==> config.mk <==
export PLATFORM = sky130hd
export DESIGN_NAME = control_suma_por_nibbles
export DESIGN_NICKNAME = d
export VERILOG_FILES = /design/src/rtl/control_suma_por_nibbles.sv
export SDC_FILE = /design/constraint.sdc
export NUM_CORES = 1
export LEC_CHECK = 0
export CORE_ASPECT_RATIO = 1.5
export CORE_MARGIN = 2
export CORE_UTILIZATION = 40
export CTS_CLUSTER_SIZE = 30
export DETAILED_ROUTE_END_ITERATION = 12
export PLACE_DENSITY_LB_ADDON = 0.15
export SLEW_MARGIN = 10
export SYNTH_ARGS = -nofsm -noshare
export SYNTH_HDL_FRONTEND = slang
export SYNTH_SLANG_ARGS = --single-unit
==> constraint.sdc <==
create_clock -name clk -period 2.3 [get_ports clk]
set_input_delay 0.46 -clock clk [delete_from_list [all_inputs] [get_ports clk]]
set_output_delay 0.46 -clock clk [all_outputs]
set_load 0.01 [all_outputs]
==> src/rtl/control_suma_por_nibbles.sv <==
// Nibble-serial adder sequencer: drives one external 4-bit adder, LS nibble first, registered carry.
// Optional subtract mode (A - B) when CTRL_SUMA_RESTA_EN is defined.
module control_suma_por_nibbles #(
    parameter int NIBBLES = 4
) (
    input  logic                 clk,
    input  logic                 rst_n,
    input  logic                 inicio,
    input  logic [4*NIBBLES-1:0] A,
    input  logic [4*NIBBLES-1:0] B,
    input  logic                 acarreo_entrada,
    output logic                 ocupado,
    output logic                 listo,
    output logic [4*NIBBLES-1:0] suma,
    output logic                 acarreo_salida,
    output logic [3:0]           ad_a,
    output logic [3:0]           ad_b,
    output logic                 ad_cin,
    input  logic [3:0]           ad_s,
    input  logic                 ad_cout
`ifdef CTRL_SUMA_RESTA_EN
    ,
    input  logic                 resta
`endif
);

    localparam int W     = 4 * NIBBLES;
    localparam int IDX_W = (NIBBLES > 1) ? $clog2(NIBBLES) : 1;
    localparam logic [IDX_W-1:0] IDX_ULTIMO = IDX_W'(NIBBLES - 1);

    typedef enum logic [1:0] {
        REPOSO = 2'd0,
        SUMA   = 2'd1,
        FIN    = 2'd2
    } estado_t;

    estado_t          estado_q, estado_d;
    logic [W-1:0]     a_q, a_d;
    logic [W-1:0]     b_q, b_d;
    logic [W-1:0]     suma_q, suma_d;
    logic [IDX_W-1:0] idx_q, idx_d;
    logic             acarreo_q, acarreo_d;
    logic             cout_q, cout_d;

    logic [W-1:0]     b_carga;
    logic             cin_carga;

    // Subtraction is A + ~B + 1; the stored carry then means "no borrow".
    always_comb begin
`ifdef CTRL_SUMA_RESTA_EN
        b_carga   = resta ? ~B : B;
        cin_carga = resta ? 1'b1 : acarreo_entrada;
`else
        b_carga   = B;
        cin_carga = acarreo_entrada;
`endif
    end

    always_comb begin
        estado_d  = estado_q;
        a_d       = a_q;
        b_d       = b_q;
        suma_d    = suma_q;
        idx_d     = idx_q;
        acarreo_d = acarreo_q;
        cout_d    = cout_q;

        case (estado_q)
            REPOSO: begin
                if (inicio) begin
                    estado_d  = SUMA;
                    a_d       = A;
                    b_d       = b_carga;
                    acarreo_d = cin_carga;
                    idx_d     = '0;
                end
            end
            SUMA: begin
                for (int i = 0; i < NIBBLES; i++) begin
                    if (idx_q == IDX_W'(i)) begin
                        suma_d[4*i +: 4] = ad_s;
                    end
                end
                acarreo_d = ad_cout;
                if (idx_q == IDX_ULTIMO) begin
                    estado_d = FIN;
                    idx_d    = '0;
                    cout_d   = ad_cout;
                end else begin
                    idx_d = idx_q + 1'b1;
                end
            end
            FIN: begin
                estado_d = REPOSO;
            end
            default: begin
                estado_d = REPOSO;
            end
        endcase
    end

    always_ff @(posedge clk) begin
        if (!rst_n) begin
            estado_q  <= REPOSO;
            a_q       <= '0;
            b_q       <= '0;
            suma_q    <= '0;
            idx_q     <= '0;
            acarreo_q <= 1'b0;
            cout_q    <= 1'b0;
        end else begin
            estado_q  <= estado_d;
            a_q       <= a_d;
            b_q       <= b_d;
            suma_q    <= suma_d;
            idx_q     <= idx_d;
            acarreo_q <= acarreo_d;
            cout_q    <= cout_d;
        end
    end

    // idx is held at 0 outside SUMA, so the adder sees nibble 0 when idle.
    always_comb begin
        ad_a = a_q[3:0];
        ad_b = b_q[3:0];
        for (int i = 1; i < NIBBLES; i++) begin
            if (idx_q == IDX_W'(i)) begin
                ad_a = a_q[4*i +: 4];
                ad_b = b_q[4*i +: 4];
            end
        end
    end

    assign ad_cin         = acarreo_q;
    assign ocupado        = (estado_q != REPOSO);
    assign listo          = (estado_q == FIN);
    assign suma           = suma_q;
    assign acarreo_salida = cout_q;

endmodule

==> impl_metrics.yaml <==
placement:
  place_congestion: 0.737
  place_ws_ps: 64.9
  numPortBuffers: 68
  post-dp-hpwl_um: 3820
setup_path:
  endpoint_kind: "primary output"
  worstPathMaxFanout: 12
  cp.arrival_ps: 1660
  path_class: "reg -> out"
  r2r_slack_ps: 890
  worstPathRequired_ps: 1840
  critical_path.startpoint_type: "flip-flop"
die:
  die_area_um2: 6870
  die_w_um: 68.3
  start_util_pct: 40.8
  rows: 35
  die_h_um: 101
  io-pin-count: 69
  core_area_um2: 6090
clocking:
  cts.clk_slew.worst_paths_ps: 90
  h-tree-depth: 2
  clock_path_buffers: 2
  cts-root-buf: "clkbuf_8"
  clkSinkCount: 54
  clk_latency_ps: 300
  cts_tree: "yes"
  cts_buffers: 5
final_layout:
  final_util_pct: 54.9
  final_common_cell: "clkdlybuf4s50_1"
  drive_above_1_share_pct: 13.5
  antennaDiodeCount: 0
  syn_to_final_growth_pct: 34.6
  nets: 362
  final_cell_mix: "clkdlybuf4s50_1, dfxtp_1, mux2i_1"
sta:
  final_max_slew_viol_count: 0
  skew_ps: 5.05
  max_freq_mhz: 472
  relSlewSlack_pct: 65.9
  final.setup.tns_ps: 0
  hold_violations: 0
  finalCritPeriodShare_pct: 92.0
  setup_viol: 0
  min_period_ps: 2120
  grt_setup_unrepaired: "false"
  tightest_slew_ps: 510
  setup_ws_ps: 183
route:
  first_iter_violations: 64
  wl_met3_um: 245
  via_count: 1885
  met1_length_um: 2210
  highest-signal-layer: "met4"
  routedWlPerCell_um: 13.3
  drtPass1Iterations: 4
  ant_nets: 0
  vias_per_cell: 4.81
  drt_wl_total_um: 5200
  wl_met2_um: 2660
  drc: 0
logic_synthesis:
  syn_avg_cell_area_um2: 10.0
  synth-seq-area-share_pct: 43.5
  ys_seq_elements: 54
  async_flop_share_pct: 0
  synthesis.instances: 248
  synth-edff-count: 0
  netlist_area_um2: 2480
  synthesis.yosys.warnings: 0
  synthFlopType: "dfxtp_1"
  synth_cell_type_count: 27
  synth_nets: 293
hold_path:
  hold_path_class: "reg -> reg"
pwr:
  p_total_w: 0.00192
  p_leak_nw: 1.24
  p_per_area_nw_per_um2: 575
  vdd_drop_max_v: 0.000408
global_route:
  antenna_found_initial: 0
  grt_pass1_vias: 1889
  globalRouteOverflowTotal: 0
  grt_pass1_wl_um: 8630
  grt_usage_pct: 16.5
  grt_max_degree: 34
status:
  status: "completed"
flow_run:
  maxCapViolations: 0
## per-layer routing
layer | vias to the layer above | global-route usage (%)
li1 | 975 | -
met1 | 854 | 19.8
met2 | 50 | 28.4
met3 | 6 | 3.46
met4 | 0 | 5.69
met5 | - | 0
## cell type report
type / instances / area [µm²]
inverter: 5 / 18.8
timing repair buffer: 80 / 781
clock buffer: 8 / 110
multi-input combinational: 171 / 1260
fill: 588 / 2740
sequential: 54 / 1080
tap: 74 / 92.6
## sequential cells by signal, indices dropped and copies added (netlist names)
register        cells
a_q                16
b_q                16
suma               16
estado_q            2
idx_q               2
acarreo_salida      1
ad_cin              1
## cells by family after synthesis
| family | count (synthesis) | share of synthesized area [%] |
|---|---|---|
| AND/OR/NAND/NOR | 88 | 19.5 |
| flip-flops | 54 | 43.5 |
| multiplexers | 49 | 20.2 |
| AO/OA/AOI/OAI | 30 | 8.21 |
| buffers and inverters | 23 | 6.60 |
| adder cells (fa/ha/maj) | 4 | 2.02 |
## worst paths after layout
path | start | to | depth (start not counted)
max | idx_q[1]$_SDFFE_PN0P_ | ad_a[2] | 7
min | suma[1]$_SDFFE_PN0P_ | suma[1]$_SDFFE_PN0P_ | 2
max reg2reg | estado_q[0]$_SDFFE_PN0P_ | a_q[9]$_SDFFE_PN0P_ | 5
min reg2reg | suma[1]$_SDFFE_PN0P_ | suma[1]$_SDFFE_PN0P_ | 2
## synth_stat cells, types with 2 or more instances
cell type | instances | share of area [%]
a21boi_0 | 16 | 4.8
a22oi_1 | 2 | 0.60
buf_12 | 3 | 2.4
buf_2 | 2 | 0.40
buf_4 | 3 | 0.91
buf_6 | 2 | 0.91
clkbuf_1 | 8 | 1.2
dfxtp_1 | 54 | 44
ha_1 | 4 | 2.0
inv_1 | 5 | 0.76
mux2_2 | 8 | 3.6
mux2i_1 | 41 | 17
nand2_1 | 25 | 3.8
nand3_1 | 17 | 3.4
nand3b_1 | 4 | 1.2
nor2b_1 | 35 | 8.8
o21ai_0 | 9 | 1.8
## what timing repair did
action / CTS / global route
hold buffers: 0 / 0
endpoints found under the setup margin: 8 / 8
gates resized for setup: 12 / 20
buffers inserted: 0 / 0
endpoints found under the hold margin: 0 / 0
## stage by stage
step / instance area [µm²] / hold slack (ps) / instances
3_3_place_gp: 3260 / 449 / 384
6_report: 3340 / 466 / 392
2_1_floorplan: 2480 / 477 / 248
5_1_grt: 3340 / 483 / 392
4_1_cts: 3370 / 471 / 392
3_5_place_dp: 3260 / 458 / 384
## power by group
group,internal (W),switching (W),total (W)
combinational,0.000189,0.000131,0.000319
sequential,0.000980,0.0000232,0.00100
clock,0.000305,0.000295,0.000600
total,0.00147,0.000449,0.00192
## critical path, cell delays in order (launching register included)
cell      delay, ps
dfxtp_2         330
inv_2            70
ha_4            140
buf_12          140
mux2_2          330
mux2i_1         130
o21ai_0          90
clkbuf_2        130
No activity file was read; power rests on OpenSTA's default activity.
